### src/rtl/tri_fetch.sv
// tri_fetch: per-frame indexed-mesh walker feeding triangles to the rasterizer
// over a valid/ready handshake, with index and vertex ROM fetch pipelines.
module tri_fetch #(
  parameter int NUM_VERTICES = 8,
  parameter int NUM_TRIS = 12,
  parameter int COORD_WIDTH = 9,
  parameter int READ_LATENCY = 2,
  localparam int IW = (NUM_VERTICES > 1) ? $clog2(NUM_VERTICES) : 1,
  localparam int TW = (NUM_TRIS > 1) ? $clog2(NUM_TRIS) : 1
) (
  input  logic                     clk_in,
  input  logic                     rst_in,
  input  logic                     new_frame_in,
  output logic [TW-1:0]            idx_addr_out,
  input  logic [3*IW-1:0]          idx_data_in,
  output logic [IW-1:0]            vtx_addr_out,
  input  logic [3*COORD_WIDTH-1:0] vtx_data_in,
  output logic [COORD_WIDTH-1:0]   vert1_out [2:0],
  output logic [COORD_WIDTH-1:0]   vert2_out [2:0],
  output logic [COORD_WIDTH-1:0]   vert3_out [2:0],
  output logic                     tri_valid_out,
  input  logic                     tri_ready_in,
  output logic                     obj_done_out,
  output logic                     busy_out,
  output logic                     frame_overrun_out,
  output logic                     idx_err_out
);
  localparam int L = READ_LATENCY;
  localparam int CW = $clog2(2 * L + 5);
  localparam int C = COORD_WIDTH;
  localparam logic [IW:0] NV = (IW + 1)'(NUM_VERTICES);
  typedef enum logic [1:0] {IDLE, IDX_RD, VTX_RD, PRESENT} state_t;
  state_t r_state;
  logic [TW-1:0] r_t;
  logic [CW-1:0] r_cyc;
  logic [2*IW-1:0] r_idx;
  logic [C-1:0] r_v1 [2:0];
  logic [C-1:0] r_v2 [2:0];
  logic [C-1:0] w_vtx [2:0];
  logic [IW-1:0] w_i1, w_i2, w_i3;
  logic w_bad, w_adv, w_last;
  assign {w_i1, w_i2, w_i3} = idx_data_in;
  assign w_vtx[2] = vtx_data_in[3*C-1:2*C];
  assign w_vtx[1] = vtx_data_in[2*C-1:C];
  assign w_vtx[0] = vtx_data_in[C-1:0];
  assign w_bad = ({1'b0, w_i1} >= NV) || ({1'b0, w_i2} >= NV) || ({1'b0, w_i3} >= NV);
  assign w_last = r_t == TW'(NUM_TRIS - 1);
  // a skipped triangle advances one cycle after its error pulse, like a handshake would
  assign w_adv = (r_state == PRESENT && tri_ready_in) || (r_state == IDX_RD && r_cyc == CW'(L + 1));
  assign busy_out = r_state != IDLE;
  always_ff @(posedge clk_in or posedge rst_in) begin
    if (rst_in) begin
      r_state <= IDLE;
      r_t <= '0;
      r_cyc <= '0;
      r_idx <= '0;
      r_v1 <= '{default: '0};
      r_v2 <= '{default: '0};
      vert1_out <= '{default: '0};
      vert2_out <= '{default: '0};
      vert3_out <= '{default: '0};
      idx_addr_out <= '0;
      vtx_addr_out <= '0;
      tri_valid_out <= 1'b0;
      obj_done_out <= 1'b0;
      frame_overrun_out <= 1'b0;
      idx_err_out <= 1'b0;
    end else begin
      obj_done_out <= 1'b0;
      idx_err_out <= 1'b0;
      frame_overrun_out <= new_frame_in && r_state != IDLE;
      r_cyc <= r_cyc + 1'b1;
      if (w_adv) begin
        tri_valid_out <= 1'b0;
        r_cyc <= '0;
        if (w_last) begin
          obj_done_out <= 1'b1;
          r_state <= IDLE;
          r_t <= '0;
        end else begin
          r_t <= r_t + 1'b1;
          idx_addr_out <= r_t + 1'b1;
          r_state <= IDX_RD;
        end
      end else begin
        case (r_state)
          IDLE: if (new_frame_in) begin
            r_state <= IDX_RD;
            r_t <= '0;
            idx_addr_out <= '0;
            r_cyc <= '0;
          end
          IDX_RD: if (r_cyc == CW'(L)) begin
            if (w_bad) idx_err_out <= 1'b1;
            else begin
              r_state <= VTX_RD;
              r_idx <= {w_i2, w_i3};
              vtx_addr_out <= w_i1;
            end
          end
          VTX_RD: begin
            if (r_cyc == CW'(L + 1)) vtx_addr_out <= r_idx[2*IW-1:IW];
            if (r_cyc == CW'(L + 2)) vtx_addr_out <= r_idx[IW-1:0];
            if (r_cyc == CW'(2 * L + 1)) r_v1 <= w_vtx;
            if (r_cyc == CW'(2 * L + 2)) r_v2 <= w_vtx;
            if (r_cyc == CW'(2 * L + 3)) begin
              vert1_out <= r_v1;
              vert2_out <= r_v2;
              vert3_out <= w_vtx;
              tri_valid_out <= 1'b1;
              r_state <= PRESENT;
            end
          end
          default: ;
        endcase
      end
    end
  end
endmodule

### config.mk
export PLATFORM = sky130hd
export DESIGN_NAME = tri_fetch
export DESIGN_NICKNAME = d
export VERILOG_FILES = /design/src/rtl/tri_fetch.sv
export SDC_FILE = /design/constraint.sdc
export NUM_CORES = 1
export LEC_CHECK = 0
export CAP_MARGIN = 10
export CORE_ASPECT_RATIO = 1.5
export CORE_MARGIN = 1.5
export CORE_UTILIZATION = 30
export DETAILED_ROUTE_END_ITERATION = 8
export GPL_ROUTABILITY_DRIVEN = 0
export PLACE_DENSITY = 0.5
export REMOVE_ABC_BUFFERS = 1
export SLEW_MARGIN = 20
export SYNTH_ARGS = -nofsm -noshare
export SYNTH_HDL_FRONTEND = slang
export SYNTH_SLANG_ARGS = --single-unit
export TNS_END_PERCENT = 30
### constraint.sdc
create_clock -name clk_in -period 6.8 [get_ports clk_in]
set_clock_uncertainty 0.2 [all_clocks]
set_input_delay 1.36 -clock clk_in [delete_from_list [all_inputs] [get_ports clk_in]]
set_output_delay 1.36 -clock clk_in [all_outputs]
set_load 0.02 [all_outputs]
==> results.toml, run 1 <==
[sta]
setup_tns_ns = 0
fmax_mhz = 278
hold_viol_final = 0
relSlewSlack_pct = 45.2
period_share_pct = 52.8
rsz0062_at_grt = "false"
finalMaxSlewViolations = 0
period_needed_ns = 3.59
setup_viol = 0
tightest_slew_ns = 0.822

[place]
dp_hpwl_mm = 8.88
io_buffers = 131
dp_cells = 798
placed_area_um2 = 7920

[final_layout]
instances_no_fill = 830
syn_to_final_growth_pct = 32.5
finalInstanceArea_um2 = 8500
antennaDiodeCount = 0
drive_gt1_share_pct = 16.0
nNetsFinal = 598

[logic_synthesis]
synth_top_flop_cell = "dfrtp_1"
synth_edf_count = 0
synth_top_family_by_area = "multiplexers"
ys_ff_latch = 161
synth.most_common_cell = "dfrtp_1"
synth.area.top_cells = "dfrtp_1 63%, mux2_1 17%, mux2_2 8.8%"
synth_fa_ha_area_share_pct = 1.76
synthesis.area_um2 = 6420
synth_compound_area_share_pct = 2.52
yosys_warnings = 0
ys_types = 38
synth_xor_area_share_pct = 0.410
ys_seq_area_share_pct = 62.8
synthMuxAreaShare_pct = 26.1
synth_simple_gate_area_share_pct = 3.26
syn-mean-instance-area_um2 = 15.5
ys_top_cells_by_count = "161 x dfrtp_1, 95 x mux2_1, 50 x mux2_2"
synth_top_cell_area_share_pct = 62.8
yosysTopAreaCell = "dfrtp_1"
syn_inst = 415
synth_async_sr_flop_share_pct = 100

[floorplanning]
dieArea_um2 = 22300
rows = 65
initial_utilization_pct = 30.6
fp.dieW_um = 122
die_h_um = 182
num_io_pins = 133
core_um2 = 21000

[clock_network]
cts_tree = "built"
clk_pin_slew_ns = 0.06
cts_sinks = 161
cts_root_buf = "clkbuf_16"
cts_buffer_depth = 2
htree_levels = 4
cts_made_buffers = 17
cts_resized = 0
clock_insertion_delay_worst_skew_ns = 0.42
cts_setup_buffers = 0
holdBufCountCts = 0

[critical_path]
critPathArrivalTime_ns = 3.69
cp_max_fo = 51
worstSetupEndpointType = "flop"
crit_chain = "clkdlybuf4s50_1 > nand2_1 > and3_1 > nand2_4 > buf_4 > mux2_2"
cp.required_ns = 6.90
slowest_delay_ns = 0.67
startpoint_type = "input pin"
slowest_stage = "buf_4"
crit_type = "input pin to flop"

[worst_hold_path]
hold_class = "flop to flop"

[route]
drc = 0
viasPerCell = 4.55
drt_wl_total_mm = 13.6
vias = 3780
detail-route-antenna-nets = 0
drt_first_pass_iters = 4
avgRoutedWirePerCell_um = 16.4
drt_iter0_drc = 125

[power]
leakage_uw = 0.00364
ir_drop_v = 0.000174
p_total_uw = 4100
cellPowerDensity_nw_per_um2 = 482

[grt]
grt_overflow = 0
grt.total_usage_pct = 13.1
grt_pass1_vias = 4077
grt_max_degree = 115
grt_first_pass_wirelength_mm = 22.1
antenna_found_initial = 0

[job]
cap_viol_max_count = 0

[outcome]
outcome = "finished, final reports clean"
## per-layer routing
layer	GRT usage, %	wire [µm]
met5	0	0
met4	4.88	193
met3	3.81	598
met2	22.7	7260
met1	15.2	5560
## flip-flops by register name, summed over array words and instances, names as in the netlist, 3 cells and up
register,cells
vert1_out,27
vtx_addr_out,3
vert2_out,27
r_v2,27
vert3_out,27
r_v1,27
r_idx,6
idx_addr_out,4
r_cyc,4
r_t,4
## final timing paths
kind | endpoint | slack [ns] | depth (start not counted) | start
setup / recovery | vert1_out[21] | 3.21 | 6 | tri_ready_in
hold / removal | vert2_out[23] | 0.28 | 1 | r_v2[23]
setup reg to reg | vert1_out[21] | 3.87 | 6 | r_state[0]
hold reg to reg | vert2_out[23] | 0.28 | 1 | r_v2[23]
max in group asynchronous | vert2_out[23] | 3.94 | 3 | rst_in
min in group asynchronous | vert1_out[4] | 1.25 | 2 | rst_in
## cells by family after synthesis
kind of cell               Yosys count
AOI/OAI and AO/OA                   25
xor gates and xnor gates             3
adders and majority gates            9
buffers and inverters               27
DFF                                161
muxes                              149
other                                1
and+or+nand+nor                     40
## power by group
group	internal, µW	switching (µW)
Sequential	1410	242
Combinational	795	714
Clock	528	403
Total	2740	1360
## layout make-up
cell class / count / area [µm²]
fill: 2012 / 12500
sequential: 161 / 4030
multi-input combinational: 227 / 2190
timing repair buffer: 133 / 1330
clock buffer: 19 / 453
tap: 268 / 335
clock inverter: 13 / 124
inverter: 9 / 41.3
## metrics by stage
stage / setup WS, ns / hold WS [ns] / utilization (%)
after floorplan: 0.892 / 0.252 / -
after global placement: 2.75 / 0.258 / 37.7
after detailed placement: 2.72 / 0.269 / 37.7
after CTS: 3.17 / 0.283 / 40.5
after global routing: 3.05 / 0.293 / 40.5
final: 3.21 / 0.280 / 40.5
## critical path, delay by kind of cell
family / cells / cell delay (ns)
multiplexers: 1 / 0.41
buffers and inverters: 2 / 1.14
AND/OR/NAND/NOR: 3 / 0.73
## layout by cell type, fill, tap and decap left out, types with 3 or more instances in the layout
cell type	n
nand2_4	3
nor2_1	12
dfrtp_1	161
mux2_2	50
clkbuf_16	17
ha_1	9
nand2_1	13
a21oi_1	7
mux2_1	95
inv_6	4
clkdlybuf4s50_1	131
inv_1	8
o21ai_0	5
clkinv_4	3
mux2i_1	4
clkinvlp_4	3
Note: power is estimated with default switching activity, not from simulation.
==> inputs of run 2 (changes only) <==
--- a/config.mk
+++ b/config.mk
@@ -11,7 +11,7 @@
 export CORE_UTILIZATION = 30
 export DETAILED_ROUTE_END_ITERATION = 8
 export GPL_ROUTABILITY_DRIVEN = 0
-export PLACE_DENSITY = 0.5
+export PLACE_DENSITY = 0.51
 export REMOVE_ABC_BUFFERS = 1
 export SLEW_MARGIN = 20
 export SYNTH_ARGS = -nofsm -noshare
==> constraint.sdc (replaced) <==
create_clock -name clk_in -period 2.9 [get_ports clk_in]
set_clock_uncertainty 0.2 [all_clocks]
set_input_delay 0.58 -clock clk_in [delete_from_list [all_inputs] [get_ports clk_in]]
set_output_delay 0.58 -clock clk_in [all_outputs]
set_load 0.02 [all_outputs]
==> results.toml, run 2 (same netlist as run 1, synthesis figures left out) <==
[place]
pre_cts_slack_ns = 0.304
io_buffers = 131
dp_cells = 802
dp_hpwl_mm = 9.27

[critical_path]
crit_type = "flop to output port"
cp_max_fo = 5
crit_top_cell = "inv_1"
slowest_stage = "clkdlybuf4s50_1"
critPathArrivalTime_ns = 1.84
startpoint_type = "flop"
worstSetupEndpointType = "output port"
r2r_slack_ns = 0.48
cp.required_ns = 2.12
slowest_delay_ns = 0.59
crit_family = "buffers and inverters"
crit_buf_inv = 3
crit_chain = "inv_1 > ha_1 > inv_1 > clkdlybuf4s50_1"

[sta]
tightest_slew_ns = 0.498
fmax_mhz = 382
rsz0062_at_grt = "false"
period_needed_ns = 2.62
hold_viol_final = 0
fin_ws_ns = 0.283
period_share_pct = 90.2
relSlewSlack_pct = 66.6
finalMaxSlewViolations = 0
setup_viol = 0

[clock_network]
cts_resized = 0
clk_pin_slew_ns = 0.06
cts_sinks = 161
cts_setup_buffers = 0
holdBufCountCts = 0
clock_insertion_delay_worst_skew_ns = 0.42
cts_tree = "built"
cts_buffer_depth = 2
cts_root_buf = "clkbuf_16"
cts_made_buffers = 17
htree_levels = 4

[route]
detail-route-antenna-nets = 0
drt_first_pass_iters = 4
drc = 0
drt_wl_total_mm = 13.4
drt_iter0_drc = 125
vias = 3772
avgRoutedWirePerCell_um = 16.0
viasPerCell = 4.52

[power]
p_clk_share_pct = 24.3
ir_drop_v = 0.000489
cellPowerDensity_nw_per_um2 = 1140
pwr-share-seq_pct = 39.6
power_switching_uw = 3170
internal_power_uw = 6670
leakage_uw = 0.00371
swShare_pct = 32.2
pwr-share-comb_pct = 36.1

[floorplanning]
num_io_pins = 133
die_h_um = 182
rows = 65
fp.dieW_um = 122
core_um2 = 21000
initial_utilization_pct = 30.6
dieArea_um2 = 22300

[final_layout]
final_common_cell = "dfrtp_1"
layout_common_cells = "161 x dfrtp_1, 131 x clkdlybuf4s50_1, 95 x mux2_1, 50 x mux2_2, 17 x clkbuf_16"
drive_gt1_share_pct = 16.1
instances_no_fill = 834
antennaDiodeCount = 0
syn_to_final_growth_pct = 34.4
nNetsFinal = 602

[grt]
grt_max_degree = 62
grt_first_pass_wirelength_mm = 21.7
grt.total_usage_pct = 12.8
antenna_found_initial = 0
grt_pass1_vias = 4026
grt_overflow = 0

[outcome]
outcome = "finished, final reports clean"

[job]
cap_viol_max_count = 0

[worst_hold_path]
hold_class = "flop to flop"
## run 2: worst reg2reg max path, delay by kind of cell (launching register included)
family,cells,cell delay (ns)
buffers and inverters,1,0.10
AND/OR/NAND/NOR,2,0.77
flip-flops,1,0.42
adder cells (fa/ha/maj),1,0.39
multiplexers,1,0.43
## run 2: final cells by class
cell class,count,area [µm²]
clock buffers,20,447
well taps,268,335
multi-input cells,227,2190
clock inverters,12,180
flip-flops and latches,161,4030
repair buffers,137,1410
fillers,1973,12400
inverters,9,38.8
## run 2: path summary, 6_finish.rpt
path                            start             to  cells past startpoint
max                        r_state[0]       busy_out                      4
min                          r_v2[23]  vert2_out[23]                      1
max reg2reg                r_state[0]       r_v2[13]                      5
min reg2reg                  r_v2[23]  vert2_out[23]                      1
max in group asynchronous      rst_in   vert1_out[3]                      3
min in group asynchronous      rst_in         r_t[3]                      2
## run 2: power by group through the flow
| stage | Sequential (µW) | Clock (µW) | Combinational [µW] |
|---|---|---|---|
| after floorplan | 4520 | 0 | 1280 |
| after global placement | 3900 | 0 | 3520 |
| after detailed placement | 3950 | 0 | 3600 |
| after CTS | 3910 | 2460 | 3620 |
| after global routing | 4050 | 2560 | 3820 |
| final | 3890 | 2390 | 3550 |
## run 2: through the flow
stage / total power, µW / instance area (µm²) / TNS, ns / hold WS, ns / util (%)
after floorplan: 5800 / 6250 / -358.75 / 0.252 / -
after global placement: 7420 / 8000 / 0 / 0.260 / 38.1
after detailed placement: 7550 / 8000 / 0 / 0.266 / 38.1
after CTS: 10000 / 8620 / 0 / 0.280 / 41.1
after global routing: 10400 / 8620 / 0 / 0.294 / 41.1
final: 9840 / 8620 / 0 / 0.277 / 41.1
## run 2: per-layer routing
metal / vias up / GRT usage, % / share of wire (%)
met5: - / 0 / 0
met4: 0 / 4.60 / 1.5
met3: 13 / 3.03 / 3.2
met2: 75 / 22.6 / 55
met1: 1963 / 14.8 / 40
li1: 1721 / - / -
==> inputs of run 3 (changes only) <==
--- a/config.mk
+++ b/config.mk
@@ -11,7 +11,7 @@
 export CORE_UTILIZATION = 30
 export DETAILED_ROUTE_END_ITERATION = 8
 export GPL_ROUTABILITY_DRIVEN = 0
-export PLACE_DENSITY = 0.51
+export MAX_ROUTING_LAYER = met4
 export REMOVE_ABC_BUFFERS = 1
 export SLEW_MARGIN = 20
 export SYNTH_ARGS = -nofsm -noshare
==> results.toml, run 3 (same netlist as run 1, synthesis figures left out) <==
[final_layout]
antennaDiodeCount = 0
nNetsFinal = 605
drive_gt1_share_pct = 16.9
layout_common_cells = "161 x dfrtp_1, 131 x clkdlybuf4s50_1, 95 x mux2_1, 50 x mux2_2, 17 x clkbuf_16"
syn_to_final_growth_pct = 35.3
final_common_cell = "dfrtp_1"
instances_no_fill = 837

[power]
internal_power_uw = 6750
swShare_pct = 31.8
p_clk_share_pct = 24.7
power_switching_uw = 3150
pwr-share-seq_pct = 39.4
ir_drop_v = 0.000565
pwr-share-comb_pct = 35.9
leakage_uw = 0.00374
cellPowerDensity_nw_per_um2 = 1140

[sta]
setup_tns_ns = 0
tightest_slew_ns = 0.520
rsz0062_at_grt = "false"
fmax_mhz = 382
finalMaxSlewViolations = 0
period_share_pct = 90.2
relSlewSlack_pct = 65.2
hold_slack_ns = 0.272
period_needed_ns = 2.62
setup_viol = 0
hold_viol_final = 0

[route]
detail-route-antenna-nets = 0
vias = 3797
drt_wl_total_mm = 13.5
drc = 0
avgRoutedWirePerCell_um = 16.1
drt_first_pass_iters = 5
viasPerCell = 4.54
drt_iter0_drc = 131

[floorplanning]
num_io_pins = 133
fp.dieW_um = 122
initial_utilization_pct = 30.6
die_h_um = 182
rows = 65
core_um2 = 21000
dieArea_um2 = 22300

[grt]
grt_pass1_vias = 4206
antenna_found_initial = 0
grt_overflow = 0
grt_max_degree = 54
grt.total_usage_pct = 13.6
grt_first_pass_wirelength_mm = 22.3

[clock_network]
cts_root_buf = "clkbuf_16"
cts_buffer_depth = 2
cts_setup_buffers = 0
cts_made_buffers = 17
cts_tree = "built"
cts_resized = 0
clk_pin_slew_ns = 0.06
clock_insertion_delay_worst_skew_ns = 0.42
htree_levels = 4
cts_sinks = 161
holdBufCountCts = 0

[critical_path]
cp_max_fo = 5
slowest_delay_ns = 0.59
startpoint_type = "flop"
critPathArrivalTime_ns = 1.84
crit_type = "flop to output port"
worstSetupEndpointType = "output port"
slowest_stage = "clkdlybuf4s50_1"
crit_chain = "inv_1 > ha_1 > inv_1 > clkdlybuf4s50_1"
crit_top_cell = "inv_1"
cp.required_ns = 2.12

[place]
dp_cells = 805
io_buffers = 131
dp_hpwl_mm = 9.33

[outcome]
outcome = "finished, final reports clean"

[worst_hold_path]
hold_class = "flop to flop"

[job]
cap_viol_max_count = 0
[run 3: changes by cell type in the layout (fill, tap and decap cells not counted)]
| cell | change |
|---|---|
| clkbuf_1 | -2 |
| buf_4 | +2 |
| inv_6 | -2 |
| buf_12 | +1 |
| clkinv_4 | +1 |
| bufinv_16 | +1 |
| clkinv_2 | +2 |
[run 3: area by class of cell]
class / count / area (µm²)
Clock buffer: 18 / 439
Inverter: 9 / 38.8
Fill cell: 1960 / 12300
Multi-Input combinational cell: 227 / 2190
Sequential cell: 161 / 4030
Clock inverter: 14 / 211
Timing Repair Buffer: 140 / 1440
Tap cell: 268 / 335
[run 3: worst max-delay path: cells and delay by family (launching register included)]
kind,cells,cell delay [ns]
buf+inv,3,0.75
flops,1,0.40
fa+ha+maj,1,0.26
[run 3: path summary, 6_finish.rpt]
kind                               start             to  slack (ns)  cells after the start
setup reg to reg              r_state[0]   vert3_out[8]        0.70                      6
min in group asynchronous         rst_in  vert3_out[25]        0.33                      2
hold reg to reg            tri_valid_out  tri_valid_out        0.27                      2
setup / recovery              r_state[0]       busy_out        0.28                      4
hold / removal             tri_valid_out  tri_valid_out        0.27                      2
max in group asynchronous         rst_in       r_v1[17]        1.49                      3
[run 3: stage by stage]
step                worst slack (ns)  area, µm²  util, %  power [µW]
global route                   0.171       8680     41.4       10500
finish                         0.285       8680     41.4        9900
CTS                            0.263       8680     41.4       10100
global placement               0.297       8030     38.3        7420
detailed placement             0.300       8030     38.3        7550
floorplan                      -2.23       6250        -        5800
[run 3: layer usage]
metal / part of all wire [%] / global-route usage, % / vias to the layer above / routed length (µm)
met2: 55 / 23.8 / 86 / 7440
met4: 2.2 / 6.33 / 0 / 293
met3: 4.2 / 3.47 / 18 / 559
li1: - / - / 1736 / -
met5: 0 / - / - / 0
met1: 38 / 14.0 / 1957 / 5180
[run 3: power groups by stage]
| stage | Sequential [µW] | Combinational (µW) | Clock, µW |
|---|---|---|---|
| CTS | 3920 | 3620 | 2520 |
| detailed placement | 3950 | 3600 | 0 |
| floorplan | 4520 | 1280 | 0 |
| finish | 3900 | 3560 | 2450 |
| global route | 4050 | 3820 | 2650 |
| global placement | 3890 | 3530 | 0 |
